[src/rtl/ahb_rr_arbiter.sv]
// ahb_rr_arbiter
// Burst- and lock-aware AHB arbiter for MASTER_NUMBER masters (1..16).
// Fixed-length bursts (4/8/16 beats) are never split, and a locked owner
// keeps the bus until it drops HLOCK on an accepted transfer.
// Build option: define AHB_ARB_RR_EN for round-robin selection. Without it,
// selection is fixed priority with master 0 highest.
module ahb_rr_arbiter #(
  parameter int MASTER_NUMBER  = 4,
  parameter int DEFAULT_MASTER = 0
) (
  input  logic                       hclk,
  input  logic                       hreset,
  input  logic [MASTER_NUMBER-1:0]   busreq,
  input  logic [MASTER_NUMBER-1:0]   hlock,
  input  logic [2*MASTER_NUMBER-1:0] htrans,
  input  logic [3*MASTER_NUMBER-1:0] hburst,
  input  logic                       hready,
  input  logic [1:0]                 hresp,
  output logic [MASTER_NUMBER-1:0]   hgrant,
  output logic [3:0]                 hmaster,
  output logic [3:0]                 hmaster_d,
  output logic                       hmastlock
);

  typedef enum logic [1:0] {
    ST_ARB,
    ST_BURST,
    ST_LOCKED
  } state_e;

  localparam logic [1:0] TR_IDLE   = 2'b00;
  localparam logic [1:0] TR_BUSY   = 2'b01;
  localparam logic [1:0] TR_NONSEQ = 2'b10;
  localparam logic [1:0] TR_SEQ    = 2'b11;
  localparam logic [2:0] HB_INCR   = 3'd1;
  localparam logic [1:0] RESP_OKAY = 2'b00;

  localparam logic [3:0]               DEF_IDX   = 4'(DEFAULT_MASTER);
  localparam logic [MASTER_NUMBER-1:0] DEF_GRANT = MASTER_NUMBER'(1) << DEFAULT_MASTER;

  state_e                   state_q, state_d;
  logic [3:0]               beat_q, beat_d, beat_next;
  logic [MASTER_NUMBER-1:0] grant_q, grant_d;
  logic [3:0]               owner_q, owner_d;
  logic [3:0]               hmaster_q, hmaster_data_q;
  logic                     hmastlock_q;

  logic [1:0] cur_trans;
  logic [2:0] cur_burst;
  logic       cur_lock;
  logic       cur_req;
  logic       burst_fixed;
  logic [3:0] burst_len_m1;
  logic       lock_enter;
  logic       err_exit;
  logic       regrant;
  logic [3:0] pick_idx;

  // Select the current owner's transfer-control fields.
  // NOTE: every always_comb output gets a default before any branch so that
  // no path leaves it unassigned and a latch is never inferred.
  always_comb begin
    cur_trans = TR_IDLE;
    cur_burst = '0;
    cur_lock  = 1'b0;
    cur_req   = 1'b0;
    for (int i = 0; i < MASTER_NUMBER; i++) begin
      if (owner_q == 4'(i)) begin
        cur_trans = htrans[2*i +: 2];
        cur_burst = hburst[3*i +: 3];
        cur_lock  = hlock[i];
        cur_req   = busreq[i];
      end
    end
  end

  // Decode the owner's HBURST into "fixed length" and beats-remaining-after-first.
  always_comb begin
    burst_fixed  = 1'b1;
    burst_len_m1 = 4'd15;
    case (cur_burst)
      3'd0, 3'd1: begin
        burst_fixed  = 1'b0;
        burst_len_m1 = 4'd0;
      end
      3'd2, 3'd3: burst_len_m1 = 4'd3;
      3'd4, 3'd5: burst_len_m1 = 4'd7;
      default:    burst_len_m1 = 4'd15;
    endcase
  end

  // Beat counter value after an accepted transfer of the owner.
  always_comb begin
    beat_next = '0;
    case (cur_trans)
      TR_IDLE:   beat_next = '0;
      TR_BUSY:   beat_next = beat_q;
      TR_NONSEQ: beat_next = burst_fixed ? burst_len_m1 : 4'd0;
      TR_SEQ:    beat_next = (beat_q != 4'd0) ? beat_q - 4'd1 : 4'd0;
    endcase
  end

`ifdef AHB_ARB_RR_EN
  int rr_dist;
  int rr_best;

  // Round-robin: nearest requester above the owner, wrapping; the owner
  // itself sits at the largest distance so it wins only when alone.
  always_comb begin
    pick_idx = DEF_IDX;
    rr_best  = MASTER_NUMBER + 1;
    rr_dist  = 0;
    for (int i = 0; i < MASTER_NUMBER; i++) begin
      rr_dist = i - int'(owner_q);
      if (rr_dist <= 0) rr_dist = rr_dist + MASTER_NUMBER;
      if (busreq[i] && (rr_dist < rr_best)) begin
        rr_best  = rr_dist;
        pick_idx = 4'(i);
      end
    end
  end
`else
  // Fixed priority: lowest-index requester wins.
  always_comb begin
    pick_idx = DEF_IDX;
    for (int i = MASTER_NUMBER - 1; i >= 0; i--) begin
      if (busreq[i]) pick_idx = 4'(i);
    end
  end
`endif

  assign lock_enter = cur_lock & cur_req;
  assign err_exit   = (state_q == ST_BURST) && !hready && (hresp != RESP_OKAY);

  // Next-state, beat count and grant decision.
  always_comb begin
    state_d = state_q;
    beat_d  = beat_q;
    owner_d = owner_q;
    grant_d = grant_q;
    regrant = 1'b0;
    if (hready) begin
      beat_d = beat_next;
      case (state_q)
        ST_ARB: begin
          if (lock_enter) begin
            state_d = ST_LOCKED;
          end else if (cur_trans == TR_NONSEQ && burst_fixed) begin
            state_d = ST_BURST;
          end else if ((cur_trans == TR_SEQ || cur_trans == TR_BUSY) &&
                       cur_burst == HB_INCR && cur_req) begin
            state_d = ST_ARB;
          end else begin
            regrant = 1'b1;
          end
        end
        ST_BURST: begin
          if (lock_enter) begin
            state_d = ST_LOCKED;
          end else if (beat_next == 4'd0) begin
            state_d = ST_ARB;
            regrant = 1'b1;
          end
        end
        ST_LOCKED: begin
          if (!cur_lock) begin
            if (beat_next != 4'd0) begin
              state_d = ST_BURST;
            end else begin
              state_d = ST_ARB;
              regrant = 1'b1;
            end
          end
        end
        default: state_d = ST_ARB;
      endcase
    end else if (err_exit) begin
      // First cycle of a two-cycle error response ends the burst at once.
      state_d = ST_ARB;
      beat_d  = '0;
      regrant = 1'b1;
    end
    if (regrant) begin
      owner_d = pick_idx;
      for (int i = 0; i < MASTER_NUMBER; i++) begin
        grant_d[i] = (pick_idx == 4'(i));
      end
    end
  end

  // Arbitration state, beat counter and registered grant.
  // NOTE: sequential state uses non-blocking assignments so every register
  // samples pre-edge values regardless of statement order.
  always_ff @(posedge hclk or negedge hreset) begin
    if (!hreset) begin
      state_q <= ST_ARB;
      beat_q  <= '0;
      owner_q <= DEF_IDX;
      grant_q <= DEF_GRANT;
    end else begin
      state_q <= state_d;
      beat_q  <= beat_d;
      owner_q <= owner_d;
      grant_q <= grant_d;
    end
  end

  // Address/data-phase owner pipeline and lock indication, advanced by HREADY.
  always_ff @(posedge hclk or negedge hreset) begin
    if (!hreset) begin
      hmaster_q      <= DEF_IDX;
      hmaster_data_q <= DEF_IDX;
      hmastlock_q    <= 1'b0;
    end else if (hready) begin
      hmaster_q      <= owner_q;
      hmaster_data_q <= hmaster_q;
      hmastlock_q    <= cur_lock & cur_req;
    end
  end

  assign hgrant    = grant_q;
  assign hmaster   = hmaster_q;
  assign hmaster_d = hmaster_data_q;
  assign hmastlock = hmastlock_q;

endmodule

[config.mk]
export PLATFORM = sky130hd
export DESIGN_NAME = ahb_rr_arbiter
export DESIGN_NICKNAME = d
export VERILOG_FILES = /design/src/rtl/ahb_rr_arbiter.sv
export SDC_FILE = /design/constraint.sdc
export NUM_CORES = 1
export LEC_CHECK = 0
export BUFFER_PORTS_ARGS = -buffer_cell sky130_fd_sc_hd__buf_2
export CORE_MARGIN = 8
export CORE_UTILIZATION = 49
export CTS_CLUSTER_SIZE = 8
export DETAILED_ROUTE_END_ITERATION = 8
export PLACE_DENSITY = 0.79
export REMOVE_ABC_BUFFERS = 1
export SYNTH_ARGS = -nofsm -noshare
export SYNTH_HDL_FRONTEND = slang
export SYNTH_SLANG_ARGS = --single-unit
[constraint.sdc]
create_clock -name hclk -period 2.8 [get_ports hclk]
set_input_delay 0 -clock hclk [delete_from_list [all_inputs] [get_ports hclk]]
set_output_delay 0 -clock hclk [all_outputs]
set_load 0.01 [all_outputs]
==> flow_summary_export.csv, run 1 <==
group,metric,value,unit
routing,drc_errors,0,
die,dieHeight,66.0,um
timing,slew_viol_final,0,
outcome,status,"finished, final reports clean",
yosys,synth-async-reset-ratio,1.00,
clocking,clk_pin_slew,0.11,ns
finish,nets,190,
clocking,cts_tree,"yes",
worst_setup_path,reg2reg_depth,6,
grt,grt_pass1_vias,1130,
min_path,worstHoldPathCells,3,
worst_setup_path,reg2reg_from,"owner_q[0]",
pwr,clock_power_share,0.101,
finish,fin_util,0.600,
routing,via_per_inst,5.65,
die,design.die.area,0.00436,sq mm
finish,diodes,0,
clocking,cts_max_path_buffers,2,
routing,routed_wl,2930,um
worst_setup_path,worst_setup_path_end_kind,"flop",
placement,placed_area,0.00142,sq mm
run,max_cap_viol_count,0,
finish,fin_cells,184,
routing,avgRoutedWirePerCell,15.9,um
yosys,synth_ff_type,"dfrtp_1",
routing,firstDrtPassIters,4,
timing,period_share,0.926,
routing,drtAntennaViolNets,0,
worst_setup_path,reg2reg_slack,0.21,ns
min_path,hp-start,"busreq[0]",
yosys,syn_avg_cell_area,10.9,sq um
worst_setup_path,critical_path.max_stage_delay,0.65,ns
worst_setup_path,cp_max_fo,10,
grt,antenna_found_initial,0,
placement,place_inst,179,
worst_setup_path,worstSetupPathType,"reg2reg",
clocking,clkLatencyLatePin,0.29,ns
finish,area_delta_synth_final,19.1,%
worst_setup_path,cpMaxStageDelayCell,"mux4_2",
finish,final_layout_size_suffix_gt1_frac,0.455,
worst_setup_path,rr_endpoint,"owner_q[0]",
timing,hold_viol,0,
placement,portBuffers,41,
die,start_util,0.504,
timing,grt_setup_unrepaired,"false",
pwr,leakagePower,0.732,nW
placement,dp_hpwl,2360,um
worst_setup_path,arrival,2.78,ns
grt,grt_pass1_wl,4770,um
min_path,hold_class,"in2reg",
yosys,syn_area,0.00123,sq mm
timing,final.min_clock_period,2.59,ns
pwr,peakVddDrop,580,uV
timing,fin_tns_setup,0,ns
yosys,seq_area_frac_synth,0.348,
timing,fmax,386,MHz
clocking,htreeDepth,1,
die,rows,18,
clocking,clock-sinks,17,
clocking,numCtsBuffers,3,
die,ios,46,
yosys,synth-edff-count,0,
pwr,p_per_area,913,mW/mm^2
finish,final_area,0.00146,sq mm
pwr,intPower,0.775,mW
timing,setup_viol,0,
worst_setup_path,path_cells,"mux4_2, nand2b_2, o211ai_1, o21ai_0, a22oi_4, mux2_4",
clocking,cts_setup_buffers,0,
worst_setup_path,worstSetupStartpointType,"flop",
worst_setup_path,crit_required,2.99,ns
pwr,seq_power_share,0.343,
grt,gr-usage-all-layers,0.138,
grt,grt_overflow,0,
pwr,combPwrFrac,0.557,
routing,drtIter0Drc,46,
grt,grt_max_degree,18,
placement,place.gp.congestion,0.878,
die,die_x,66.0,um
routing,vias,1039,
yosys,ys_seq_elements,17,
clocking,cts-root-buf,"clkbuf_4",
yosys,syn-instance-count,112,
timing,fin_skew,0.00720,ns
yosys,ys_types,41,
yosys,yosys_warnings,0,
pwr,p_sw,0.558,mW
pwr,swShare,0.419,
pwr,power,1.33,mW
min_path,min_to,"hgrant[0]",
die,core_area,0.00243,sq mm
==> power groups by stage <==
stage          combinational (mW)  clock [mW]  sequential, mW
2_1_floorplan               0.531           0           0.463
6_report                    0.742       0.134           0.457
3_5_place_dp                0.733           0           0.457
5_1_grt                     0.813       0.151           0.471
3_3_place_gp                0.713           0           0.453
4_1_cts                     0.735       0.138           0.455
==> placed cells by master (no fill, tap or decap), types with 4 or more instances in the layout <==
cell type / synthesis / routed
a21oi_1: 4 / 4
buf_2: 0 / 41
conb_1: 1 / 4
dfrtp_1: 16 / 15
inv_1: 8 / 8
mux2_2: 4 / 4
mux2_4: 5 / 5
mux4_2: 4 / 4
nand2_1: 7 / 7
nor2_1: 9 / 9
nor3_1: 4 / 4
o21ai_0: 8 / 8
==> worst max path at each step <==
stage | start | end | slack [ns] | cells after the start
4_1_cts | owner_q[0] | hgrant[1] | 0.1 | 6
3_3_place_gp | owner_q[0] | hgrant[3] | 0.17 | 6
2_1_floorplan | owner_q[0] | owner_q[1] | 0.31 | 6
5_1_grt | owner_q[0] | hgrant[1] | 0.07 | 6
3_5_place_dp | owner_q[0] | hgrant[1] | 0.11 | 6
6_report | owner_q[0] | owner_q[0] | 0.21 | 6
==> synthesized netlist by cell type, types with 2 or more instances <==
cell type  number  area, sq um
ha_1            2         25.0
buf_4           4         30.0
mux4_2          4         90.1
nand2_1         7         26.3
mux2_2          4         45.0
mux2_4          5         75.1
dfrtp_1        16          400
nand3b_1        2         15.0
mux4_1          3         78.8
o211ai_1        3         22.5
nor2_1          9         33.8
inv_1           8         30.0
o21ai_0         8         40.0
nor2b_1         3         18.8
nand4_1         2         12.5
a21oi_1         4         20.0
nor3_1          4         20.0
==> critical path: cells and delay by family (launching register included) <==
kind / cells / cell delay [ns]
AOI/OAI and AO/OA: 3 / 0.71
DFF: 1 / 0.52
muxes: 2 / 0.98
and+or+nand+nor: 1 / 0.26
==> stage by stage <==
step	hold WS, ns	worst slack, ns
after floorplan	-0.296	0.308
after global placement	-0.0544	0.174
after detailed placement	-0.0508	0.114
after CTS	0.0283	0.0997
after global routing	0.0297	0.0673
final	0.0302	0.208
==> sequential cells by signal, summed over array words and instances, names as in the netlist <==
register and flops:
beat_q 4, hgrant 4, hmaster 2, hmaster_d 2, owner_q 2, state_q 2, hmastlock 1
==> metal layers <==
layer	up-vias	track usage	share of wire
met3	4	0.0458	0.069
li1	493	-	-
met2	49	0.238	0.52
met1	493	0.151	0.40
met5	-	0	0
met4	0	0.0587	0.0099
==> cells by family after synthesis <==
logic type	Yosys count	synth area share
AO/OA/AOI/OAI	21	0.122
adder cells (fa/ha/maj)	2	0.0204
buffers and inverters	15	0.0724
flip-flops	17	0.348
multiplexers	17	0.244
other	1	0.00306
AND/OR/NAND/NOR	39	0.190
==> cell type report <==
class / count / area (sq um)
clock buffers: 3 / 22.5
clock inverters: 1 / 5.00
well taps: 30 / 37.5
multi-input cells: 83 / 722
repair buffers: 42 / 215
fillers: 219 / 972
flip-flops and latches: 17 / 428
inverters: 8 / 30.0
==> timing repair <==
action / in CTS / in global routing
hold endpoints to repair: 17 / 0
hold buffers: 1 / 0
endpoints found under the setup margin: 0 / 5
resized for setup: 0 / 1
Note: power is estimated with default switching activity, not from simulation.
==> run 2: changes to the inputs <==
--- a/config.mk
+++ b/config.mk
@@ -6,7 +6,6 @@
 export NUM_CORES = 1
 export LEC_CHECK = 0
 export BUFFER_PORTS_ARGS = -buffer_cell sky130_fd_sc_hd__buf_2
-export CORE_MARGIN = 8
 export CORE_UTILIZATION = 49
 export CTS_CLUSTER_SIZE = 8
 export DETAILED_ROUTE_END_ITERATION = 8
==> run 2 against run 1 <==
  * Routed wire length decreased by 5.5%
  * Die area down 38%
  * Non-clock buffer count is 1 higher
  * Critical path depth unchanged
  * Critical path type unchanged
  * Highest routed layer unchanged
==> flow_summary_export.csv, run 2 (synthesis results as in run 1) <==
group,metric,value,unit
finish,nets,191,
timing,hold_viol,0,
finish,final_area,0.00146,sq mm
worst_setup_path,worstSetupStartpointType,"flop",
worst_setup_path,path_delay_family,"multiplexers",
die,design.die.area,0.00271,sq mm
routing,drtIter0Drc,24,
die,ios,46,
worst_setup_path,path_cells,"mux4_2, and4_4, a311oi_2, nor4_2, a22oi_4, mux2_4",
timing,final.min_clock_period,2.55,ns
finish,layout_common_cells,"buf_2 (41), dfrtp_1 (16), nor2_1 (9)",
timing,period_share,0.912,
finish,fin_util,0.643,
placement,placed_area,0.00143,sq mm
clocking,clock-sinks,17,
die,start_util,0.539,
worst_setup_path,timing.critical_path.buf_inv,0,
routing,avgRoutedWirePerCell,15.1,um
pwr,p_per_area,919,mW/mm^2
worst_setup_path,worst_setup_path_end_kind,"flop",
run,max_cap_viol_count,0,
clocking,cts_hold_buf,1,
min_path,hold_class,"in2reg",
clocking,htreeDepth,1,
grt,gr-usage-all-layers,0.223,
pwr,peakVddDrop,558,uV
worst_setup_path,crit_required,2.99,ns
timing,fin_tns_setup,0,ns
die,dieHeight,52.0,um
worst_setup_path,arrival,2.74,ns
worst_setup_path,crit_start,"owner_q[0]",
finish,final_layout_size_suffix_gt1_frac,0.452,
finish,area_delta_synth_final,19.4,%
pwr,power,1.34,mW
routing,via_per_inst,5.83,
clocking,cts_tree,"yes",
grt,grt_overflow,0,
grt,grt_pass1_vias,1023,
clocking,cts-root-buf,"clkbuf_4",
grt,grt_pass1_wl,4440,um
clocking,clk_pin_slew,0.11,ns
worst_setup_path,critical_path.max_stage_delay,0.66,ns
worst_setup_path,reg2reg_from,"owner_q[0]",
clocking,cts_max_path_buffers,2,
placement,place.gp.congestion,0.923,
worst_setup_path,cpMaxStageDelayCell,"mux4_2",
grt,grt_max_degree,18,
die,die_x,52.0,um
outcome,status,"finished, final reports clean",
timing,grt_setup_unrepaired,"false",
finish,final_common_cell,"buf_2",
clocking,numCtsBuffers,3,
clocking,cts-resized-gates,0,
die,rows,17,
clocking,clkLatencyLatePin,0.30,ns
timing,fmax,391,MHz
placement,dp_hpwl,2140,um
finish,diodes,0,
finish,n_fill_cell,177,
routing,routed_wl,2760,um
timing,slew_viol_final,0,
routing,drc_errors,0,
clocking,cts_setup_buffers,0,
die,core_area,0.00228,sq mm
min_path,hp-start,"busreq[0]",
pwr,leakagePower,0.738,nW
routing,drtAntennaViolNets,0,
grt,antenna_found_initial,0,
timing,setup_viol,0,
worst_setup_path,cp_max_fo,10,
routing,firstDrtPassIters,6,
timing,fin_skew,0.00525,ns
placement,portBuffers,41,
routing,vias,1067,
worst_setup_path,worstSetupPathType,"reg2reg",
## run 2: changes by cell type in the layout (fill, tap and decap cells not counted)
cell / delta
dfrtp_2: -1
dfrtp_1: +1
buf_4: +1
## run 2: worst reg2reg max path, stage by stage (launching register included)
cell and delay, ns:
dfrtp_1 0.49, mux4_2 0.66, and4_4 0.24, a311oi_2 0.29
nor4_2 0.12, a22oi_4 0.32, mux2_4 0.33
## run 2: report_power, final
| group | total, mW | switching [mW] | internal (mW) |
|---|---|---|---|
| logic | 0.762 | 0.383 | 0.379 |
| registers | 0.444 | 0.0952 | 0.349 |
| clock network | 0.139 | 0.0855 | 0.0532 |
| total | 1.34 | 0.563 | 0.781 |
## run 2: cell type report
type | count | area, sq um | area share
Timing Repair Buffer | 43 | 223 | 0.152
Multi-Input combinational cell | 83 | 722 | 0.493
Tap cell | 28 | 35.0 | 0.0239
Clock buffer | 3 | 22.5 | 0.0154
Clock inverter | 1 | 5.00 | 0.00342
Inverter | 8 | 30.0 | 0.0205
Sequential cell | 17 | 427 | 0.291
## run 2: routing by layer
layer | wire [um] | global-route usage | share of wire
met1 | 1180 | 0.296 | 0.43
met2 | 1380 | 0.368 | 0.50
met3 | 139 | 0.0205 | 0.050
met4 | 58 | 0.0991 | 0.021
met5 | 0 | 0 | 0
## run 2: path summary, 6_finish.rpt
| check | endpoint | slack [ns] | cells after the start |
|---|---|---|---|
| min | hgrant[0] | 0.004 | 3 |
| min reg2reg | hgrant[0] | 0.48 | 2 |
| max in group asynchronous | hgrant[0] | 2.35 | 2 |
| min in group asynchronous | state_q[1] | 0.14 | 2 |
| max | hgrant[2] | 0.25 | 6 |
| max reg2reg | hgrant[2] | 0.25 | 6 |
## run 2: per-stage QoR
stage | worst slack, ns | hold slack (ns) | instances
2_1_floorplan | 0.308 | -0.296 | 108
3_3_place_gp | 0.316 | -0.0521 | 178
3_5_place_dp | 0.247 | -0.0507 | 178
4_1_cts | 0.225 | 0.00880 | 183
5_1_grt | 0.129 | 0.0502 | 183
6_report | 0.245 | 0.00384 | 183
